File: config.mk
export PLATFORM = sky130hd
export DESIGN_NAME = regfile_arbiter
export DESIGN_NICKNAME = d
export VERILOG_FILES = /design/src/rtl/regfile_arbiter.sv
export SDC_FILE = /design/constraint.sdc
export NUM_CORES = 1
export LEC_CHECK = 0
export CORE_AREA = 5 5 240 242
export DETAILED_ROUTE_END_ITERATION = 8
export DIE_AREA = 0 0 245 247
export PLACE_DENSITY_LB_ADDON = 0.12
export SLEW_MARGIN = 25
export SYNTH_ARGS = -nofsm -noshare
export SYNTH_HDL_FRONTEND = slang
export SYNTH_SLANG_ARGS = --single-unit
File: constraint.sdc
create_clock -name clk -period 2.3 [get_ports clk]
set_input_delay 0.23 -clock clk [delete_from_list [all_inputs] [get_ports clk]]
set_output_delay 0.23 -clock clk [all_outputs]
set_load 0.05 [all_outputs]
File: src/rtl/regfile_arbiter.sv
// rtl/regfile_arbiter.sv - round-robin two-port front end and post-reset clear sequencer for the 16x64 regfile
// Optional macro REGFILE_ARB_R0_ZERO_EN: register 0 reads as zero and ignores writes.
module regfile_arbiter #(
    parameter int DW   = 64,
    parameter int AW   = 4,
    parameter int NREG = 16
) (
    input  logic          clk,
    input  logic          rst,
    input  logic          req0_valid,
    output logic          req0_ready,
    input  logic          req0_we,
    input  logic [AW-1:0] req0_waddr,
    input  logic [DW-1:0] req0_wdata,
    input  logic [AW-1:0] req0_raddr1,
    input  logic [AW-1:0] req0_raddr2,
    output logic          rsp0_valid,
    output logic [DW-1:0] rsp0_rdata1,
    output logic [DW-1:0] rsp0_rdata2,
    input  logic          req1_valid,
    output logic          req1_ready,
    input  logic          req1_we,
    input  logic [AW-1:0] req1_waddr,
    input  logic [DW-1:0] req1_wdata,
    input  logic [AW-1:0] req1_raddr1,
    input  logic [AW-1:0] req1_raddr2,
    output logic          rsp1_valid,
    output logic [DW-1:0] rsp1_rdata1,
    output logic [DW-1:0] rsp1_rdata2,
    output logic [DW-1:0] rf_I1,
    output logic [AW-1:0] rf_si1,
    output logic [AW-1:0] rf_so1,
    output logic [AW-1:0] rf_so2,
    output logic          rf_RD,
    output logic          rf_WR,
    output logic          rf_EN,
    input  logic [DW-1:0] rf_O1,
    input  logic [DW-1:0] rf_O2,
    output logic          init_done
);

`ifdef REGFILE_ARB_R0_ZERO_EN
    localparam bit R0_ZERO = 1'b1;
`else
    localparam bit R0_ZERO = 1'b0;
`endif

    localparam logic [AW-1:0] LAST = AW'(NREG - 1);

    typedef enum logic {S_INIT, S_RUN} state_t;

    state_t        state_q;
    logic [AW-1:0] cnt_q;
    logic          init_done_q;
    logic          rr_q;
    logic          iss_wr_q, iss_rd_q, iss_port_q;
    logic [AW-1:0] si1_q, so1_q, so2_q;
    logic [DW-1:0] i1_q;
    logic          rsp_v_q, rsp_port_q;
    logic [DW-1:0] rsp_d1_q, rsp_d2_q;

    logic          gnt, accept, in_init;
    logic          sel_we;
    logic [AW-1:0] sel_waddr, sel_r1, sel_r2;
    logic [DW-1:0] sel_wdata;
    logic          wr_commit;

    // Round-robin pointer only breaks ties; a lone requester always wins.
    always_comb begin
        gnt = 1'b0;
        if (req0_valid && req1_valid)
            gnt = rr_q;
        else if (req1_valid)
            gnt = 1'b1;
        sel_we    = gnt ? req1_we     : req0_we;
        sel_waddr = gnt ? req1_waddr  : req0_waddr;
        sel_wdata = gnt ? req1_wdata  : req0_wdata;
        sel_r1    = gnt ? req1_raddr1 : req0_raddr1;
        sel_r2    = gnt ? req1_raddr2 : req0_raddr2;
    end

    assign accept     = init_done_q & (req0_valid | req1_valid);
    assign req0_ready = init_done_q & ~gnt;
    assign req1_ready = init_done_q & gnt;
    assign wr_commit  = accept & sel_we & ~(R0_ZERO & (sel_waddr == '0));
    assign in_init    = (state_q == S_INIT);

    always_ff @(posedge clk) begin
        if (rst) begin
            state_q     <= S_INIT;
            cnt_q       <= '0;
            init_done_q <= 1'b0;
            rr_q        <= 1'b0;
            iss_wr_q    <= 1'b0;
            iss_rd_q    <= 1'b0;
            iss_port_q  <= 1'b0;
            si1_q       <= '0;
            so1_q       <= '0;
            so2_q       <= '0;
            i1_q        <= '0;
            rsp_v_q     <= 1'b0;
            rsp_port_q  <= 1'b0;
            rsp_d1_q    <= '0;
            rsp_d2_q    <= '0;
        end else begin
            case (state_q)
                S_INIT: begin
                    cnt_q <= cnt_q + AW'(1);
                    if (cnt_q == LAST) begin
                        state_q     <= S_RUN;
                        init_done_q <= 1'b1;
                    end
                end
                default: state_q <= S_RUN;
            endcase

            if (accept) begin
                rr_q       <= ~gnt;
                iss_port_q <= gnt;
            end
            iss_wr_q <= wr_commit;
            iss_rd_q <= accept & ~sel_we;
            if (accept && sel_we) begin
                si1_q <= sel_waddr;
                i1_q  <= sel_wdata;
            end
            if (accept && !sel_we) begin
                so1_q <= sel_r1;
                so2_q <= sel_r2;
            end

            // Read data is valid combinationally during the issue cycle; latch it at its end.
            rsp_v_q <= iss_rd_q;
            if (iss_rd_q) begin
                rsp_port_q <= iss_port_q;
                rsp_d1_q   <= (R0_ZERO && so1_q == '0) ? '0 : rf_O1;
                rsp_d2_q   <= (R0_ZERO && so2_q == '0) ? '0 : rf_O2;
            end
        end
    end

    assign rf_WR  = in_init | iss_wr_q;
    assign rf_RD  = iss_rd_q;
    assign rf_EN  = in_init | iss_wr_q | iss_rd_q;
    assign rf_I1  = in_init ? '0 : i1_q;
    assign rf_si1 = in_init ? cnt_q : si1_q;
    assign rf_so1 = so1_q;
    assign rf_so2 = so2_q;

    assign init_done   = init_done_q;
    assign rsp0_valid  = rsp_v_q & ~rsp_port_q;
    assign rsp1_valid  = rsp_v_q & rsp_port_q;
    assign rsp0_rdata1 = rsp_d1_q;
    assign rsp0_rdata2 = rsp_d2_q;
    assign rsp1_rdata1 = rsp_d1_q;
    assign rsp1_rdata2 = rsp_d2_q;

endmodule

Yosys cells after proc, flatten, opt, wreduce, memory -nomap -nowiden
Cells that the tools add are included.
Word-level totals
  bits in registers: 216
  input bits: 286
  logic and storage cells: 47
Operators by class
  add/sub/neg operators: 1
  equal/unequal tests: 1
  mux-type cells: 11
  bitwise logic cells: 14
  reduce and logical (&&, ||, !) cells: 5
Operators with widths (count)
  2-to-1 mux 64 bit: 2
  2-to-1 mux 4 bit: 4
  bitwise AND 1 bit: 7
  2-to-1 mux 1 bit: 5
  adder 4 x 1 -> 4 bit, second input constant: 1
  == test 4 bit, second input constant: 1
  inverter 1 bit: 4
  logical AND 1 bit: 3
  OR 1 bit: 3
  AND reduction 2 bit: 1
  logical NOT 1 bit: 1

Longest topological paths before layout
  word-level depth: 5
  mapped depth: 8
  depth with buffers taken out: 4

Least setup slack after synthesis
No wires, ideal clock.
  path kind: register to output
  start: register init_done_q (netlist: init_done)
  end: output req0_ready
  arrival time: 1699 ps
  required time: 2070 ps
  path slack: 371 ps
  stages on the path, launching flop included: 4
  buffers on the path: 2
  path through: dfxtp_1 -> clkbuf_1 -> clkbuf_1 -> and2_1
Between the ends
  word-level cells in the longest chain between the ends: 1
Ends and longest elaborated chain
  start, declared: line 54  | logic init_done_q;
  start signal, assigned: line 92  | init_done_q <= 1'b0;
  start signal, assigned: line 111  | init_done_q <= 1'b1;
  bitwise AND 1 bit: line 83  | assign req0_ready = init_done_q & ~gnt;
  end, declared: line 11  | output logic req0_ready,
Every way passes these cells.

Final worst setup path
  start: register state_q
  end: output rf_EN
Between the ends
  word-level cells in the longest chain between the ends: 3
Ends and longest elaborated chain
  start, declared: line 52  | state_t state_q;
  start signal, assigned: line 90  | state_q <= S_INIT;
  start signal, assigned: line 110  | state_q <= S_RUN;
  start signal, assigned: line 114  | default: state_q <= S_RUN;
  inverter 1 bit
  OR 1 bit (2 in series): line 144  | assign rf_EN = in_init | iss_wr_q | iss_rd_q;
  end, declared: line 36  | output logic rf_EN,
Every way passes these cells.

==> impl_results.md <==
* Max Cap Viol at 0
* X dimension of the die at 245 µm
* Required time of the critical path at 2.07 ns
* Clock group share of total power at 48.9%
* RSZ-0062 raised after global routing: false
* Time the final worst path needs with I/O delays and setup at 2.15 ns
* Proportion of synthesized chip area in sequential cells at 43.5%
* Weighted congestion reported at the end of routability-driven placement at 0.760
* Maximum fanout along the worst path at 16
* Peak clock frequency supported by timing at 464 MHz
* Final std cells w/o fill at 2232
* Data arrival time of the critical path at 1.92 ns
* Setup Skew at 0.0113 ns
* CTS tree: built
* Chip Height at 247 µm
* GRT overflow at 0
* Largest net degree at the start of global routing at 79
* Row cnt at 86
* Count of distinct cell types in the synthesized netlist at 30
* Setup TNS Final at 0 ns
* Mean routed wirelength per cell at 19.8 µm
* Total CTS buffers at 29
* Average via count per standard cell at 3.98
* Reg clk slew, reported paths at 0.06 ns
* Crit-path leading delay family: simple AND/OR/NAND/NOR gates
* Cts-stage hold buffer count at 0
* Gate count after technology mapping at 1028
* Share of total power in combinational logic at 9.4%
* Synthesized area divided by synthesized cell count at 9.67 µm²
* Antenna viol nets, final at 0
* Sinks on the clock net at 216
* Global-route wire length before repair at 63300 µm
* Core area at 54900 µm²
* Overall routing resource usage at 13.7%
* Number of global-route vias before repair at 9323
* Result of the run: complete, no violations
* Max transition margin at 56.4%
* Sequential cell area at 4330 µm²
* Warnings from Yosys at 0
* Sw power at 2.06 mW
* Cell chosen for the clock root: clkbuf_16
* 1st-iter DRT viols at 289
* DP Cell Count at 2177
* Overall via count from detail_route at 8874
* Count of H-tree levels built during CTS at 1
* Switching power as a share of total power at 22.9%
* Critical path cell sequence: buf_4, nand2b_1, or2_2, buf_12
* Final layout net count at 1791
* Final-report hold violation count at 0
* Total setup violations reported at the end of the flow at 0
* Quantity of I/O buffers inserted on ports at 625
* Type of the setup path with the least slack: reg2out
* Pwr per Cell Area at 532 nW/µm²
* Worst hold-check path type: in2reg
* Post-synthesis cell area at 9940 µm²
* Critical path's largest stage delay at 0.40 ns
* Final HPWL from detailed placement at 34600 µm
* Area added between synthesis and finish at 70.2%
* Final Cycle Share at 93.7%
* Final max-slew violation count at 0
* Proportion of layout cells with a drive suffix above 1 at 10.2%
* Die area at 60500 µm²
* Int Power at 6.94 mW
* Count of buffering cells on the critical path with inverters included at 2
* Antenna violations before repair at 8
* Clk Latency, worst-skew pair at 0.55 ns
* Pleak at 6.29 nW
* Synthesized Nets at 1315
* Master of the slowest instance on the critical path: dfxtp_2
* Number of top-level design ports at 626
* Final wirelength at 44200 µm
* Peak supply drop at 0.000511 V
* Worst hold slack at 0.262 ns
* CP Capture Type: output port
* Number of filler cells placed in the layout at 5742
* Worst setup SP type: flop
* Area of the multi-input gates at 4280 µm²
* Worst Tran Pin Value at 0.652 ns
* Initial Utilization at 18.1%
* Number of remaining DRC errors at 0
* Share of power burned in registers at 41.7%
* Maximum buffer depth of the clock tree at 3
* Number of register bits inferred by synthesis at 216
* First-pass detailed-route iteration total at 6
[power by group through the flow]
stage | clock [mW] | combinational [mW] | sequential [mW]
global route | 4.78 | 0.910 | 3.75
detailed placement | 0 | 0.861 | 3.83
floorplan | 0 | 0.243 | 3.83
finish | 4.40 | 0.843 | 3.75
CTS | 4.64 | 0.864 | 3.75
global placement | 0 | 0.861 | 3.83
[worst register-to-register path, stage by stage, from the launching register on]
cell      delay [ns]
dfxtp_4         0.72
and2_2          0.31
buf_12          0.27
a211oi_2        0.19
[sequential cells by signal, summed over array words and instances, names as in the netlist, 4 cells and up]
signal and cells:
rf_so1 4, rsp0_rdata1 64, i1_q 64, cnt_q 4
rsp0_rdata2 64, rf_so2 4, si1_q 4
[cells in the final DEF, fill, tap and decap left out, types with 3 or more instances in the layout]
master           count
buf_4               68
a211oi_2            20
mux2_2               3
diode_2              3
clkbuf_8             8
a21oi_1             78
clkbuf_16           29
dfxtp_1            213
dlygate4sd2_1       32
and2_1              68
nor2b_1              4
a311oi_1             8
clkdlybuf4s50_1    543
mux2i_1            199
clkbuf_1             9
nor2_1             136
nand2_1             15
buf_12              12
a211oi_1            49
[cells in the mapped netlist (all sizes together)]
cell type | instances | area [µm²]
inv | 2 | 7.51
a21oi | 78 | 390
xnor2 | 1 | 8.76
a311oi | 8 | 70.1
dfxtp | 216 | 4320
ha | 1 | 12.5
nor2b | 4 | 25.0
clkbuf | 46 | 173
mux2i | 199 | 1990
xor2 | 2 | 17.5
nand2b | 2 | 20.0
a21o | 1 | 7.51
and2 | 69 | 432
a21boi | 1 | 7.51
and3 | 1 | 6.26
a31oi | 2 | 12.5
a32o | 2 | 20.0
nand2 | 16 | 60.1
a211oi | 69 | 618
mux2 | 3 | 33.8
nor2 | 136 | 510
and3b | 2 | 17.5
or2 | 1 | 6.26
nand3 | 1 | 5.00
buf | 165 | 1160
[cell type report]
class | count | share of cell area (%)
inverter | 2 | 0.0444
antenna | 3 | 0.0444
clock buffer | 45 | 5.06
timing repair buffer | 656 | 38.3
sequential | 216 | 25.6
multi-input combinational | 599 | 25.3
clock inverter | 7 | 0.422
tap | 704 | 5.21
[through the flow]
stage,setup slack [ns],util (%),power [mW],area (µm²)
floorplan,0.371,-,4.08,9940
global placement,0.247,29.2,4.69,16000
detailed placement,0.201,29.2,4.69,16000
CTS,0.0646,30.8,9.25,16900
global route,0.0397,30.8,9.44,16900
finish,0.145,30.8,8.99,16900
[kinds of logic after synthesis]
kind of cell	count (synthesis)	share of synthesized area, %
adder cells (fa/ha/maj)	1	0.126
flip-flops	216	43.5
XOR/XNOR	3	0.264
AND/OR/NAND/NOR	232	10.9
multiplexers	202	20.4
buffers and inverters	213	13.5
AO/OA/AOI/OAI	161	11.3
[layer usage]
metal / routed length (µm) / GRT usage (%) / up-vias / part of all wire, %
li1: - / - / 4354 / -
met1: 16800 / 14.9 / 4078 / 38
met2: 22300 / 24.9 / 374 / 50
met3: 4070 / 5.22 / 62 / 9.2
met4: 1020 / 3.65 / 6 / 2.3
met5: 34 / 0 / - / 0.077
[path summary, 6_finish.rpt]
kind,depth (start not counted),endpoint,slack (ns),startpoint
max,4,rf_EN,0.15,state_q
min,2,rsp0_rdata2[11],0.26,rst
max reg2reg,3,i1_q[33],0.67,init_done
min reg2reg,2,i1_q[50],0.51,i1_q[50]
[what timing repair did]
item | 4_1_cts | 5_1_grt
gates resized for setup | 32 | 0
setup endpoints to repair | 32 | 0
setup buffers | 0 | 0
Note: power is estimated with default switching activity, not from simulation.
